--- src/rtl/rv32i_types.sv ---
// Shared RV32I core types.
// Purpose : constants and the CDB broadcast record used by the CDB arbiter
//           and by its consumers (reservation stations, ROB, regfile).
// Ports   : none (package).
package rv32i_types;

  localparam int NUM_FU        = 4;
  localparam int CDB_ROB_DEPTH = 32;
  localparam int CDB_TAG_W     = $clog2(CDB_ROB_DEPTH);

  typedef struct packed {
    logic                 valid;
    logic [CDB_TAG_W-1:0] tag;
    logic [4:0]           rd;
    logic [31:0]          data;
  } cdb_t;

endpackage

--- src/rtl/cdb_arbiter_if.sv ---
// CDB arbiter bus interface.
// Purpose : groups the requester handshake and the CDB broadcast signals.
// Signals : req_valid/req_tag/req_rd/req_data (FU -> arbiter),
//           req_ready (arbiter -> FU, one-hot),
//           cdb_stall (consumer -> arbiter),
//           cdb_valid/cdb_tag/cdb_rd/cdb_data/cdb_src (arbiter -> consumers).
// Modports: slave = arbiter side, master = functional units / consumer side.
interface cdb_arbiter_if #(
  parameter int NUM_REQ = 4,
  parameter int TAG_W   = 5,
  parameter int SRC_W   = $clog2(NUM_REQ)
);

  logic [NUM_REQ-1:0]            req_valid;
  logic [NUM_REQ-1:0][TAG_W-1:0] req_tag;
  logic [NUM_REQ-1:0][4:0]       req_rd;
  logic [NUM_REQ-1:0][31:0]      req_data;
  logic [NUM_REQ-1:0]            req_ready;
  logic                          cdb_stall;
  logic                          cdb_valid;
  logic [TAG_W-1:0]              cdb_tag;
  logic [4:0]                    cdb_rd;
  logic [31:0]                   cdb_data;
  logic [SRC_W-1:0]              cdb_src;

  modport slave (
    input  req_valid, req_tag, req_rd, req_data, cdb_stall,
    output req_ready, cdb_valid, cdb_tag, cdb_rd, cdb_data, cdb_src
  );

  modport master (
    output req_valid, req_tag, req_rd, req_data, cdb_stall,
    input  req_ready, cdb_valid, cdb_tag, cdb_rd, cdb_data, cdb_src
  );

endinterface

--- src/rtl/cdb_arbiter_rr.sv ---
// Round-robin priority selector (purely combinational).
// Purpose : picks the first asserted request at or after ptr, wrapping.
// Ports   : req       - request vector
//           ptr       - index with highest priority this cycle
//           grant     - one-hot winner (all zero when nothing requests)
//           grant_idx - binary index of the winner
//           any_grant - at least one request is asserted
module rr_arbiter
  import rv32i_types::*;
#(
  parameter int NUM_REQ = NUM_FU,
  parameter int IDX_W   = $clog2(NUM_REQ)
) (
  input  logic [NUM_REQ-1:0] req,
  input  logic [IDX_W-1:0]   ptr,
  output logic [NUM_REQ-1:0] grant,
  output logic [IDX_W-1:0]   grant_idx,
  output logic               any_grant
);

  logic [IDX_W-1:0] hi_idx;
  logic [IDX_W-1:0] lo_idx;
  logic             hi_hit;
  logic             lo_hit;

  // Two priority searches: the lowest request at or above ptr wins; if none
  // exists the search wraps and the lowest request overall wins. Scanning
  // downward lets the last match be the lowest index.
  always_comb begin
    hi_idx = '0;
    lo_idx = '0;
    hi_hit = 1'b0;
    lo_hit = 1'b0;
    for (int j = NUM_REQ - 1; j >= 0; j--) begin
      if (req[j]) begin
        lo_idx = IDX_W'(j);
        lo_hit = 1'b1;
        if (j >= int'(ptr)) begin
          hi_idx = IDX_W'(j);
          hi_hit = 1'b1;
        end
      end
    end
  end

  always_comb begin
    grant            = '0;
    grant_idx        = hi_hit ? hi_idx : lo_idx;
    any_grant        = lo_hit;
    grant[grant_idx] = lo_hit;
  end

endmodule

--- src/rtl/cdb_arbiter.sv ---
// Common data bus arbiter.
// Purpose : grants one completed FU result per cycle, round-robin, and
//           registers it onto the CDB. Honours consumer backpressure and
//           drops the registered broadcast on a branch flush.
// Ports   : clk   - clock, all state on the rising edge
//           rst_n - asynchronous active-low reset
//           flush - branch mispredicted; kills the registered broadcast
//           bus   - cdb_arbiter_if.slave (requester handshake + CDB outputs)
module cdb_arbiter
  import rv32i_types::*;
#(
  parameter int NUM_REQ   = NUM_FU,
  parameter int ROB_DEPTH = CDB_ROB_DEPTH,
  parameter int TAG_W     = $clog2(ROB_DEPTH),
  parameter int SRC_W     = $clog2(NUM_REQ)
) (
  input  logic                clk,
  input  logic                rst_n,
  input  logic                flush,
  cdb_arbiter_if.slave        bus
);

  logic [SRC_W-1:0]   rr_ptr;
  logic [SRC_W-1:0]   rr_next;
  logic [NUM_REQ-1:0] grant;
  logic [SRC_W-1:0]   win_idx;
  logic               any_win;
  logic               load_en;
  logic               transfer;

  rr_arbiter #(
    .NUM_REQ (NUM_REQ),
    .IDX_W   (SRC_W)
  ) u_rr (
    .req       (bus.req_valid),
    .ptr       (rr_ptr),
    .grant     (grant),
    .grant_idx (win_idx),
    .any_grant (any_win)
  );

  // The output register may be reloaded when it is empty or being consumed;
  // a flush blocks acceptance outright. rst_n gates req_ready so nothing is
  // handed off while the block is held in reset.
  always_comb begin
    load_en       = (!bus.cdb_valid || !bus.cdb_stall) && !flush;
    transfer      = load_en && any_win && rst_n;
    bus.req_ready = transfer ? grant : '0;
    rr_next       = (win_idx == SRC_W'(NUM_REQ - 1)) ? '0 : win_idx + SRC_W'(1);
  end

  // Flush clears the broadcast ahead of stall and any transfer. Without a
  // winner a consumed broadcast drains; under stall everything holds.
  always_ff @(posedge clk or negedge rst_n) begin
    if (!rst_n) begin
      bus.cdb_valid <= 1'b0;
      bus.cdb_tag   <= '0;
      bus.cdb_rd    <= '0;
      bus.cdb_data  <= '0;
      bus.cdb_src   <= '0;
      rr_ptr        <= '0;
    end else if (flush) begin
      bus.cdb_valid <= 1'b0;
    end else if (load_en) begin
      if (any_win) begin
        bus.cdb_valid <= 1'b1;
        bus.cdb_tag   <= bus.req_tag[win_idx];
        bus.cdb_rd    <= bus.req_rd[win_idx];
        bus.cdb_data  <= bus.req_data[win_idx];
        bus.cdb_src   <= win_idx;
        rr_ptr        <= rr_next;
      end else begin
        bus.cdb_valid <= 1'b0;
      end
    end
  end

endmodule

--- src/flat_wrapper.sv ---
// flat-port wrapper written by rule: the top's interface ports become plain ports
module cdb_arbiter_flat import rv32i_types::*;
#(
  parameter int NUM_REQ   = NUM_FU,
  parameter int ROB_DEPTH = CDB_ROB_DEPTH,
  parameter int TAG_W     = $clog2(ROB_DEPTH),
  parameter int SRC_W     = $clog2(NUM_REQ)
)
  (clk, rst_n, flush, bus_req_valid, bus_req_tag, bus_req_rd, bus_req_data, bus_cdb_stall, bus_req_ready, bus_cdb_valid, bus_cdb_tag, bus_cdb_rd, bus_cdb_data, bus_cdb_src);
  cdb_arbiter_if #(.NUM_REQ(NUM_REQ), .TAG_W(TAG_W), .SRC_W(SRC_W)) bus_i ();
  input  logic clk;
  input  logic rst_n;
  input  logic flush;
  input wire logic [$bits(bus_i.req_valid)-1:0] bus_req_valid;
  input wire logic [$bits(bus_i.req_tag)-1:0] bus_req_tag;
  input wire logic [$bits(bus_i.req_rd)-1:0] bus_req_rd;
  input wire logic [$bits(bus_i.req_data)-1:0] bus_req_data;
  input wire logic [$bits(bus_i.cdb_stall)-1:0] bus_cdb_stall;
  output wire logic [$bits(bus_i.req_ready)-1:0] bus_req_ready;
  output wire logic [$bits(bus_i.cdb_valid)-1:0] bus_cdb_valid;
  output wire logic [$bits(bus_i.cdb_tag)-1:0] bus_cdb_tag;
  output wire logic [$bits(bus_i.cdb_rd)-1:0] bus_cdb_rd;
  output wire logic [$bits(bus_i.cdb_data)-1:0] bus_cdb_data;
  output wire logic [$bits(bus_i.cdb_src)-1:0] bus_cdb_src;
  assign bus_i.req_valid = bus_req_valid;
  assign bus_i.req_tag = bus_req_tag;
  assign bus_i.req_rd = bus_req_rd;
  assign bus_i.req_data = bus_req_data;
  assign bus_i.cdb_stall = bus_cdb_stall;
  assign bus_req_ready = bus_i.req_ready;
  assign bus_cdb_valid = bus_i.cdb_valid;
  assign bus_cdb_tag = bus_i.cdb_tag;
  assign bus_cdb_rd = bus_i.cdb_rd;
  assign bus_cdb_data = bus_i.cdb_data;
  assign bus_cdb_src = bus_i.cdb_src;
  cdb_arbiter #(.NUM_REQ(NUM_REQ), .ROB_DEPTH(ROB_DEPTH), .TAG_W(TAG_W), .SRC_W(SRC_W)) u_core (.clk(clk), .rst_n(rst_n), .flush(flush), .bus(bus_i));
endmodule
--- config.mk ---
export PLATFORM = sky130hd
export DESIGN_NAME = cdb_arbiter_flat
export DESIGN_NICKNAME = d
export VERILOG_FILES = /design/src/rtl/rv32i_types.sv /design/src/rtl/cdb_arbiter_if.sv /design/src/rtl/cdb_arbiter_rr.sv /design/src/rtl/cdb_arbiter.sv /design/src/flat_wrapper.sv
export SDC_FILE = /design/constraint.sdc
export NUM_CORES = 1
export LEC_CHECK = 0
export CELL_PAD_IN_SITES_DETAIL_PLACEMENT = 1
export CELL_PAD_IN_SITES_GLOBAL_PLACEMENT = 1
export CORE_MARGIN = 4
export CORE_UTILIZATION = 27
export CTS_CLUSTER_DIAMETER = 50
export DETAILED_ROUTE_END_ITERATION = 7
export PLACE_DENSITY_LB_ADDON = 0.1
export SLEW_MARGIN = 25
export SYNTH_ARGS = -nofsm -noshare
export SYNTH_HDL_FRONTEND = slang
export SYNTH_HIERARCHICAL = 1
export SYNTH_SLANG_ARGS = --single-unit
--- constraint.sdc ---
create_clock -name clk -period 4.2 [get_ports clk]
set_input_delay 1.26 -clock clk [delete_from_list [all_inputs] [get_ports clk]]
set_output_delay 1.26 -clock clk [all_outputs]
set_load 0.01 [all_outputs]
# Word level (Yosys, flattened, before mapping)
# Index checks and enable logic that the tools add are counted.
# totals
ff_bits	47
latch_bits	0
ram_bits	0
rom_bits	0
output_inout_bits	49
word_cells	59
n_memories	0
# op_classes
n_addsub	1
mul	0
n_div	0
n_lt_le_gt_ge	5
n_eq_ne	1
n_shift	0
muxes	34
bitwise_logic	2
reduce_logical	10
# op_table
op	n
binary-select mux 32 bit (select 2 bit)	1
2-to-1 mux 32 bit	1
2-to-1 mux 2 bit	12
binary-select mux 5 bit (select 2 bit)	2
2-to-1 mux 1 bit	14
2-to-1 mux 5 bit	2
AND 4 bit	1
greater-or-equal comparator 1 x 2 -> 1 bit, first input constant	2
logical AND 1 bit	4
2-to-1 mux 4 bit	1
zero test 1 bit	3
< comparator 2 x 3 -> 1 bit, second input constant	1
AND reduction 3 bit	1
adder 2 x 1 -> 2 bit, second input constant	1
demux 1 bit (select 2 bit)	1
== test 2 bit, second input constant	1
greater-or-equal comparator 2 x 1 -> 1 bit, second input constant	1
greater-or-equal comparator 2 bit, first input constant	1
nonzero test 2 bit	1
logical OR 1 bit	1
inverter 1 bit	1

# Logic depth before layout (Yosys ltp)
# Gate-level depths: netlist (run 1).
# depth
ltp_word	14
mapped_depth	8
depth_no_buf	6

# Hierarchy
# The synthesis (run 1) kept the hierarchy.
# by_module_without_submodules
mod	n_inst	cells_each	area_per_inst_um2	seq_area_each_um2
cdb_arbiter	1	161	3012.9	1176.1
rr_arbiter	1	30	175.2	0.0

# Worst setup path after synthesis (run 1)
# Ideal clock, no wire load.
# synth_timing
path_type	input -> output
start	input port bus_req_valid[0]
end	output port bus_req_ready[0]
arrival_time_ps	2613
required_ps	2940
path_slack_ps	327
path_stages	6
cell_sequence	clkbuf_2 or4_1 and3b_1 buf_4 buf_2 and3_1
# synth_rtl
item	line_no	rtl
from (decl)	flat_wrapper.sv:14	input wire logic [$bits(bus_i.req_valid)-1:0] bus_req_valid;
2-to-1 mux 1 bit (*)	cdb_arbiter_rr.sv:35	if (req[j]) begin
via u_core.any_win	cdb_arbiter.sv:27	logic any_win;
logical AND 1 bit (2 in series)	cdb_arbiter.sv:47	transfer = load_en && any_win && rst_n;
2-to-1 mux 4 bit (*)	cdb_arbiter.sv:48	bus.req_ready = transfer ? grant : '0;
to (decl)	flat_wrapper.sv:19	output wire logic [$bits(bus_i.req_ready)-1:0] bus_req_ready;
# Mark *: on every way through the listed nets, which the timed path passes. The rest lies on a longest branch.

# Worst setup path after layout (run 1)
# layout_timing
start	input port bus_req_valid[3]
end	output port bus_req_ready[0]
# layout_rtl
item	line_no
2-to-1 mux 1 bit (*) (4 in series)	cdb_arbiter_rr.sv:35
via u_core.any_win	cdb_arbiter.sv:27
logical AND 1 bit (2 in series)	cdb_arbiter.sv:47
2-to-1 mux 4 bit (*)	cdb_arbiter.sv:48
# Marks and branches as above.

==> run summary, run 1 <==
Status = completed
Grt met3 use = 6.010%
Fmax = 0.2411 GHz
Hold depth = 1
Synth top area cells = dfrtp_1, mux4_2, mux2_4
Final number of setup-violating endpoints = 0
WP data required = 2.94 ns
Total GRT Usage = 15.89%
Fin nets = 597
DRT iter0 DRCs = 100
ANT nets after route = 0
Final hold violations = 0
Die Ht = 116.7 um
Relative slew slack = 47.07%
Worst Clk Skew = 0.003491 ns
Arr. time, crit path = 2.89 ns
Post-synth EDFFs = 0
Clock tree sinks = 47
Share of cells above drive strength 1 = 27.08%
Post-detail-place hpwl = 8919 um
Max cap viols = 0
Max Fanout on Critical Path = 6
CP Class = input port to output pin
Part of the cycle the worst path needs = 98.77%
Routed WL per cell = 19.36 um
CTS root buf = clkbuf_16
Final min period = 4.148 ns
Met1 Resource Use GR = 17.49%
CTS tree = yes
DR vias/cell = 4.848
Leading area contributor after synthesis = dfrtp_1
Pleak = 2.314 nW
FP Rows = 39
Critical Path End Type = output pin
# diodes = 0
Port Buffers = 224
Commonest cells in the netlist = dfrtp_1, mux2_4, mux4_2
Total CTS buffers = 5
Clock transition at path regs = 0.06 ns
R2r startpoint = u_core/rr_ptr[1]
Post-synthesis sequential area ratio = 36.89%
#FFs+latches synth = 47
Num ports = 225
Yosys warns = 6
Hold Path Origin = u_core/bus.cdb_src[0]
Power Density = 529.6 nW/um2
H-tree depth = 2
Initial Utilization = 27.80%
Async SR Flop Fraction = 100.0%
Final total power = 3.039 mW
Worst Tran Pin Value = 0.7939 ns
FF-to-FF setup slack = 1.76 ns
Util after Layout = 50.05%
Vias = 2734
GR Util met2 = 28.15%
Worst vdd ir = 230.2 uV
Synth Cell Area = 3188 um2
DRC Markers = 0
Grt peak-use layer = met2
R2r worst-path depth = 6
Synth Instances = 191
Post-synth net total = 368
CTS max path bufs = 2
Ys flop type = dfrtp_1
Core area = 11470 um2
Die X = 116.7 um
Clk Latency, worst-skew pair = 0.29 ns
Max Slew Vio Count = 0
Final Wtd Congestion = 0.8627
Cts hold-fix bufs = 0
Aggregate global routing overflow = 0
Antenna violations before repair = 0
Area delta synth->final = 80.02%
Largest net degree at the start of global routing = 46
Hold Path Class = register to register
Most common cell in the netlist = dfrtp_1
Tightest hold margin = 0.5078 ns
Synth top area share = 36.89%
Final wirelength = 10920 um
Vias in the first global route = 3112
Library cells used by synthesis = 30
RR Endpoint = u_core/bus.cdb_data[27]
Drt pass-1 iters = 4
Mean area per synthesized cell = 16.69 um2
First-pass GRT wire length = 16330 um
Die footprint = 13610 um2
Startpoint types = input port
Fillers = 1189
WHS Endpoint = u_core/bus.cdb_src[0]
[state kept, by name, indices dropped and copies added (netlist names)]
register	flops
u_core/bus.cdb_tag	5
u_core/bus.cdb_rd	5
u_core/bus.cdb_valid	1
u_core/bus.cdb_data	32
u_core/bus.cdb_src	2
u_core/rr_ptr	2
[worst max path at each step]
stage | startpoint | to | slack (ns)
6_report | bus_req_valid[3] | bus_req_ready[0] | 0.05
5_1_grt | bus_req_valid[3] | bus_req_ready[0] | -0.004
4_1_cts | bus_req_valid[3] | bus_req_ready[3] | -0.007
3_5_place_dp | bus_req_valid[3] | bus_req_ready[3] | -0.20
3_3_place_gp | bus_req_valid[3] | bus_req_ready[1] | -0.18
2_1_floorplan | bus_req_valid[0] | bus_req_ready[0] | 0.33
[report_power, final]
| part | internal (mW) | total [mW] | switching [mW] |
|---|---|---|---|
| registers | 0.680 | 0.828 | 0.148 |
| clock network | 0.253 | 0.431 | 0.177 |
| logic | 1.15 | 1.78 | 0.630 |
[worst max-delay path, stage by stage]
cell	delay [ns]
clkdlybuf4s50_1	0.42
or4_4	0.53
and3b_2	0.26
and3_1	0.18
clkdlybuf4s15_1	0.23
[per-layer routing]
metal / share of wire [%] / up-vias
met2: 52 / 142
met4: 1.7 / 0
met1: 35 / 1355
met5: 0 / -
met3: 11 / 12
li1: - / 1225
[what timing repair did]
action | 4_1_cts | 5_1_grt
setup endpoints to repair | 4 | 4
resized for setup | 4 | 8
pin swaps | 0 | 1
setup buffers | 0 | 1
[stage by stage]
stage	setup slack (ns)	cell area (um2)	setup TNS, ns	instances
2_1_floorplan	0.3271	3188	0	191
3_3_place_gp	-0.1792	5575	-0.7122	555
3_5_place_dp	-0.2038	5575	-0.7781	555
4_1_cts	-0.007080	5731	-0.007080	563
5_1_grt	-0.003835	5739	-0.005780	564
6_report	0.05162	5739	0	564
[area by class of cell]
type / instances / area, um2 / share of cell area, %
Multi-Input combinational cell: 124 / 1871 / 32.59
Inverter: 3 / 11.26 / 0.1962
Clock inverter: 1 / 7.507 / 0.1308
Clock buffer: 7 / 152.6 / 2.660
Sequential cell: 47 / 1176 / 20.49
Timing Repair Buffer: 239 / 2342 / 40.81
Tap cell: 143 / 178.9 / 3.118
[placed cells by master (no fill, tap or decap), types with 2 or more instances in the layout]
master	count
o21ai_0	3
inv_1	3
mux2_4	38
dfrtp_1	47
clkbuf_2	2
nand2b_1	2
nor2_1	4
a21oi_1	6
mux2_2	8
clkbuf_8	2
clkdlybuf4s50_1	218
mux4_1	4
buf_4	15
nor2b_1	2
and3_1	4
clkdlybuf4s15_1	2
nand2_1	3
clkbuf_16	5
mux4_2	38
[cell families after synthesis]
logic type,count (synthesis),synth area share (%)
AO/OA/AOI/OAI,16,3.257
adder cells (fa/ha/maj),1,0.3924
buffers and inverters,20,5.298
flip-flops,47,36.89
multiplexers,88,50.86
AND/OR/NAND/NOR,19,3.296
Power figures use the tool's default switching activity.
==> run 2: changes to the inputs <==
--- a/config.mk
+++ b/config.mk
@@ -8,9 +8,10 @@
 export CELL_PAD_IN_SITES_DETAIL_PLACEMENT = 1
 export CELL_PAD_IN_SITES_GLOBAL_PLACEMENT = 1
 export CORE_MARGIN = 4
-export CORE_UTILIZATION = 27
+export CORE_UTILIZATION = 41
 export CTS_CLUSTER_DIAMETER = 50
 export DETAILED_ROUTE_END_ITERATION = 7
+export DONT_BUFFER_PORTS = 1
 export PLACE_DENSITY_LB_ADDON = 0.1
 export SLEW_MARGIN = 25
 export SYNTH_ARGS = -nofsm -noshare
==> run 2 against run 1 <==
  * Power is 22% lower
  * Clock skew about the same
  * Utilization is 4.7 points lower
  * Highest routed layer unchanged
  * First-iteration DRC count down 44%
  * Sequential power up 21%
  * Combinational power down 44%
  * Flip-flop and latch count stayed put
  * Die area fell by 32%
==> run summary, run 2 (synthesized netlist as in run 1, its figures left out) <==
RSZ-0062 raised after global routing = false
Port Buffers = 0 (was 224)
Status = completed (unchanged)
Most frequent cells in the layout = dfrtp_1, mux4_2, mux2_4, mux2_2, a21oi_1 (was clkdlybuf4s50_1, dfrtp_1, mux4_2, mux2_4, buf_4)
CTS tree = yes (unchanged)
ANT nets after route = 0 (unchanged)
Clock tree sinks = 47 (unchanged)
Setup TNS = 0 ns (unchanged)
CTS max path bufs = 2 (unchanged)
WP data required = 2.94 ns (about the same)
Aggregate global routing overflow = 0 (unchanged)
Antenna violations before repair = 1 (was 0)
Clock transition at path regs = 0.09 ns (was 0.06 ns)
Worst vdd ir = 227.8 uV (was 230.2 uV)
Area delta synth->final = 5.495% (was 80.02%)
Worst Clk Skew = 0.003817 ns (was 0.003491 ns)
Delay-heaviest family, CP = simple AND/OR/NAND/NOR gates (unchanged)
Final hold violations = 0 (unchanged)
Total CTS buffers = 5 (unchanged)
Max Fanout on Critical Path = 7 (was 6)
Core area = 7408 um2 (was 11470 um2)
CP cell instances = or4_1 -> and3b_2 -> and3_1 (was clkdlybuf4s50_1 -> or4_4 -> and3b_2 -> and3_1 -> clkdlybuf4s15_1)
Largest register FFs = 32 (unchanged)
Fin nets = 363 (was 597)
Drt pass-1 iters = 4 (unchanged)
Worst Tran Pin Value = 0.7270 ns (was 0.7939 ns)
Fillers = 705 (was 1189)
Slowest cell on the critical path = or4_1 (was or4_4)
Relative slew slack = 51.42% (was 47.07%)
Cts hold-fix bufs = 0 (unchanged)
Post-CTS Setup Bufs = 0 (unchanged)
Arr. time, crit path = 2.32 ns (was 2.89 ns)
FP Rows = 31 (was 39)
Power Density = 705.6 nW/um2 (was 529.6 nW/um2)
Most flops, register = u_core/bus.cdb_data (unchanged)
Max cap viols = 0 (unchanged)
Design area = 3363 um2 (was 5739 um2)
Most common cell after layout, fill and taps aside = dfrtp_1 (was clkdlybuf4s50_1)
First-pass GRT wire length = 11900 um (was 16330 um)
Initial Utilization = 43.03% (was 27.80%)
Final Wtd Congestion = 0.7952 (was 0.8627)
Clk Latency, worst-skew pair = 0.29 ns (about the same)
CP Class = input port to output pin (unchanged)
DRT iter0 DRCs = 56 (was 100)
Slowest Stage Delay on Critical Path = 0.57 ns (was 0.53 ns)
Final number of setup-violating endpoints = 0 (unchanged)
Max Slew Vio Count = 0 (unchanged)
Final min period = 3.578 ns (was 4.148 ns)
DRC Markers = 0 (unchanged)
Die Ht = 96.18 um (was 116.7 um)
Die footprint = 9251 um2 (was 13610 um2)
Routed WL per cell = 29.07 um (was 19.36 um)
Pleak = 1.371 nW (was 2.314 nW)
Num ports = 225 (unchanged)
Startpoint types = input port (unchanged)
Post-cts sizing count = 0 (was 4)
Hold Path Class = register to register (unchanged)
Final total power = 2.373 mW (was 3.039 mW)
Post-detail-place hpwl = 6667 um (was 8919 um)
Largest regs = u_core/bus.cdb_data (32), u_core/bus.cdb_rd (5), u_core/bus.cdb_tag (5) (unchanged)
H-tree depth = 2 (unchanged)
Critical Path End Type = output pin (unchanged)
Largest net degree at the start of global routing = 52 (was 46)
Share of cells above drive strength 1 = 52.94% (was 27.08%)
Placed inst area = 3228 um2 (was 5575 um2)
DR vias/cell = 6.415 (was 4.848)
Fmax = 0.2795 GHz (was 0.2411 GHz)
Total GRT Usage = 16.99% (was 15.89%)
Vias = 1841 (was 2734)
Final wirelength = 8343 um (was 10920 um)
Vias in the first global route = 2106 (was 3112)
Part of the cycle the worst path needs = 85.20% (was 98.77%)
CTS root buf = clkbuf_8 (was clkbuf_16)
Die X = 96.18 um (was 116.7 um)
CP bufs+invs = 0 (was 2)
run 2: cell count changes in the layout (fill, tap and decap cells not counted), sizes merged, moves of 2 or more:
cell	change
clkdlybuf4s50	-218
buf	-11
clkbuf	-3
bufinv	+2
clkdlybuf4s15	-2
run 2: report_power, final:
part | switching [mW] | leakage [nW] | internal [mW] | total, mW
sequential | 0.320 | 0.550 | 0.679 | 0.999
combinational | 0.345 | 0.755 | 0.643 | 0.988
clock | 0.148 | 0.0654 | 0.238 | 0.385
run 2: layer usage:
metal,track usage (%),routed length [um]
met3,7.349,1070
met1,19.64,2822
met4,4.976,90
met5,0,0
met2,28.52,4360
run 2: cell type report:
cell class	count	area (um2)	area share (%)
clock inverter	2	60.06	1.786
multi-input combinational	124	1867	55.51
clock buffer	6	72.57	2.158
sequential	47	1176	34.97
timing repair buffer	5	50.05	1.488
tap	99	123.9	3.683
antenna	1	2.502	0.07440
inverter	3	11.26	0.3348
run 2: stage by stage:
stage / util (%) / worst slack, ns / std cells / hold WS (ns)
after floorplan: - / 0.3271 / 191 / 0.5289
final: 45.40 / 0.6216 / 287 / 0.5986
after global placement: 43.57 / 0.6446 / 278 / 0.5751
after CTS: 45.36 / 0.6159 / 286 / 0.6024
after global routing: 45.40 / 0.5723 / 287 / 0.6169
after detailed placement: 43.57 / 0.6179 / 278 / 0.5752
run 2: worst paths after layout:
check	start	endpoint	slack [ns]	cells after the start
max	bus_req_valid[3]	bus_req_ready[0]	0.62	3
min	u_core/bus.cdb_data[3]	u_core/bus.cdb_data[3]	0.60	1
min in group asynchronous	rst_n	u_core/bus.cdb_data[13]	0.65	0
max in group asynchronous	rst_n	u_core/rr_ptr[1]	3.44	0
min reg2reg	u_core/bus.cdb_data[3]	u_core/bus.cdb_data[3]	0.60	1
max reg2reg	u_core/rr_ptr[1]	u_core/bus.cdb_data[14]	1.67	6
==> run 3: changes to the inputs <==
--- a/config.mk
+++ b/config.mk
@@ -7,7 +7,7 @@
 export LEC_CHECK = 0
 export CELL_PAD_IN_SITES_DETAIL_PLACEMENT = 1
 export CELL_PAD_IN_SITES_GLOBAL_PLACEMENT = 1
-export CORE_MARGIN = 4
+export CORE_MARGIN = 2
 export CORE_UTILIZATION = 41
 export CTS_CLUSTER_DIAMETER = 50
 export DETAILED_ROUTE_END_ITERATION = 7
==> run 3 against run 2 <==
  * Worst hold slack got worse by 0.0046 ns
  * First-iteration DRC count shrank 20%
  * Global-route usage is 1.6 points higher
  * Clock skew rose by 0.0045 ns
  * Sequential power decreased by 0.9%
  * Critical path type unchanged
  * Highest routed layer unchanged
==> run summary, run 3 (synthesized netlist as in run 1, its figures left out) <==
Status = completed (unchanged)
Power Density = 708.4 nW/um2 (was 705.6 nW/um2)
Startpoint types = input port (unchanged)
Pleak = 1.375 nW (was 1.371 nW)
Relative slew slack = 49.25% (was 51.42%)
Part of the cycle the worst path needs = 85.87% (was 85.20%)
Hold Path Class = register to register (unchanged)
Port Buffers = 0 (unchanged)
DRC Markers = 0 (unchanged)
Worst Tran Pin Value = 0.7596 ns (was 0.7270 ns)
Cts hold-fix bufs = 0 (unchanged)
Largest net degree at the start of global routing = 52 (unchanged)
Clock transition at path regs = 0.09 ns (about the same)
Antenna violations before repair = 0 (was 1)
Clock tree sinks = 47 (unchanged)
Die X = 92.18 um (was 96.18 um)
Core area = 7647 um2 (was 7408 um2)
Final std cells w/o fill = 289 (was 287)
Placed cell count = 281 (was 278)
CP Class = input port to output pin (unchanged)
GR Util met2 = 33.27% (was 28.52%)
WP data required = 2.94 ns (about the same)
Post-CTS Setup Bufs = 0 (unchanged)
RSZ-0062 raised after global routing = false (unchanged)
Fmax = 0.2773 GHz (was 0.2795 GHz)
Max Fanout on Critical Path = 7 (unchanged)
Max Slew Vio Count = 0 (unchanged)
DR vias/cell = 6.401 (was 6.415)
Drt pass-1 iters = 4 (unchanged)
FP Rows = 32 (was 31)
Grt peak-use layer = met2 (unchanged)
Worst vdd ir = 241.0 uV (was 227.8 uV)
Final hold violations = 0 (unchanged)
Max cap viols = 0 (unchanged)
Routed WL per cell = 28.23 um (was 29.07 um)
Final Wtd Congestion = 0.6984 (was 0.7952)
Num ports = 225 (unchanged)
Total GRT Usage = 18.55% (was 16.99%)
CTS tree = yes (unchanged)
ANT nets after route = 0 (unchanged)
Tightest hold margin = 0.5940 ns (was 0.5986 ns)
Total CTS buffers = 5 (unchanged)
Vias in the first global route = 2034 (was 2106)
Most frequent cells in the layout = dfrtp_1, mux4_2, mux2_4, mux2_2, a21oi_1 (unchanged)
Die Ht = 92.18 um (was 96.18 um)
DRT iter0 DRCs = 45 (was 56)
H-tree depth = 2 (unchanged)
First-pass GRT wire length = 11940 um (was 11900 um)
Final min period = 3.606 ns (was 3.578 ns)
Initial Utilization = 41.69% (was 43.03%)
FF-to-FF setup slack = 1.66 ns (was 1.67 ns)
# diodes = 0 (was 1)
Most flops, register = u_core/bus.cdb_data (unchanged)
Largest regs = u_core/bus.cdb_data (32), u_core/bus.cdb_rd (5), u_core/bus.cdb_tag (5) (unchanged)
Met1 Resource Use GR = 20.03% (was 19.64%)
Arr. time, crit path = 2.35 ns (was 2.32 ns)
Die footprint = 8497 um2 (was 9251 um2)
Area delta synth->final = 5.769% (was 5.495%)
Fin nets = 363 (unchanged)
Aggregate global routing overflow = 0 (unchanged)
CTS max path bufs = 2 (unchanged)
Worst Clk Skew = 0.008351 ns (was 0.003817 ns)
Critical Path End Type = output pin (unchanged)
Clk Latency, worst-skew pair = 0.30 ns (was 0.29 ns)
Post-cts sizing count = 0 (unchanged)
Setup TNS = 0 ns (unchanged)
Final number of setup-violating endpoints = 0 (unchanged)
Vias = 1850 (was 1841)
CTS root buf = clkbuf_8 (unchanged)
Largest register FFs = 32 (unchanged)
Most common cell after layout, fill and taps aside = dfrtp_1 (unchanged)
Post-detail-place hpwl = 6402 um (was 6667 um)
Final wirelength = 8159 um (was 8343 um)
Grt met3 use = 8.135% (was 7.349%)
Share of cells above drive strength 1 = 53.48% (was 52.94%)
run 3: cell types whose count changed in the layout (fill, tap and decap cells not counted), sizes merged:
cell,change
diode,-1
inv,+1
clkbuf,-1
run 3: metrics by stage:
stage	power (mW)	utilization, %	cell area [um2]	setup slack [ns]
final	2.389	44.09	3372	0.5935
after global routing	2.530	44.09	3372	0.5737
after CTS	2.426	44.09	3372	0.6000
after detailed placement	2.009	42.26	3232	0.6033
after global placement	1.955	42.26	3232	0.6330
after floorplan	1.862	-	3188	0.3271
run 3: final timing paths:
kind,start,to,cells past startpoint
max in group asynchronous,rst_n,u_core/rr_ptr[0],0
min in group asynchronous,rst_n,u_core/bus.cdb_data[3],0
worst min-delay path,u_core/bus.cdb_data[5],u_core/bus.cdb_data[5],1
worst max-delay path,bus_req_valid[3],bus_req_ready[1],3
worst min register to register,u_core/bus.cdb_data[5],u_core/bus.cdb_data[5],1
worst max register to register,u_core/rr_ptr[1],u_core/bus.cdb_data[17],6
run 3: final cells by class:
type	instances	area (um2)
multi-input cells	124	1867
fillers	749	4275
repair buffers	5	50.05
well taps	102	127.6
flip-flops and latches	47	1176
clock inverters	3	71.32
inverters	3	11.26
clock buffers	5	68.82
run 3: worst max-delay path, stage by stage:
cell and delay (ns):
or4_1 0.57, and3b_2 0.28, and3_1 0.23
run 3: layer usage:
layer | up-vias | share of wire [%]
met2 | 136 | 54
met5 | - | 0
met3 | 8 | 12
met1 | 951 | 33
met4 | 0 | 1.1
li1 | 755 | -
run 3: report_power, final:
group | switching (mW) | total, mW | internal, mW
clock network | 0.163 | 0.405 | 0.242
logic | 0.350 | 0.994 | 0.643
registers | 0.311 | 0.990 | 0.679
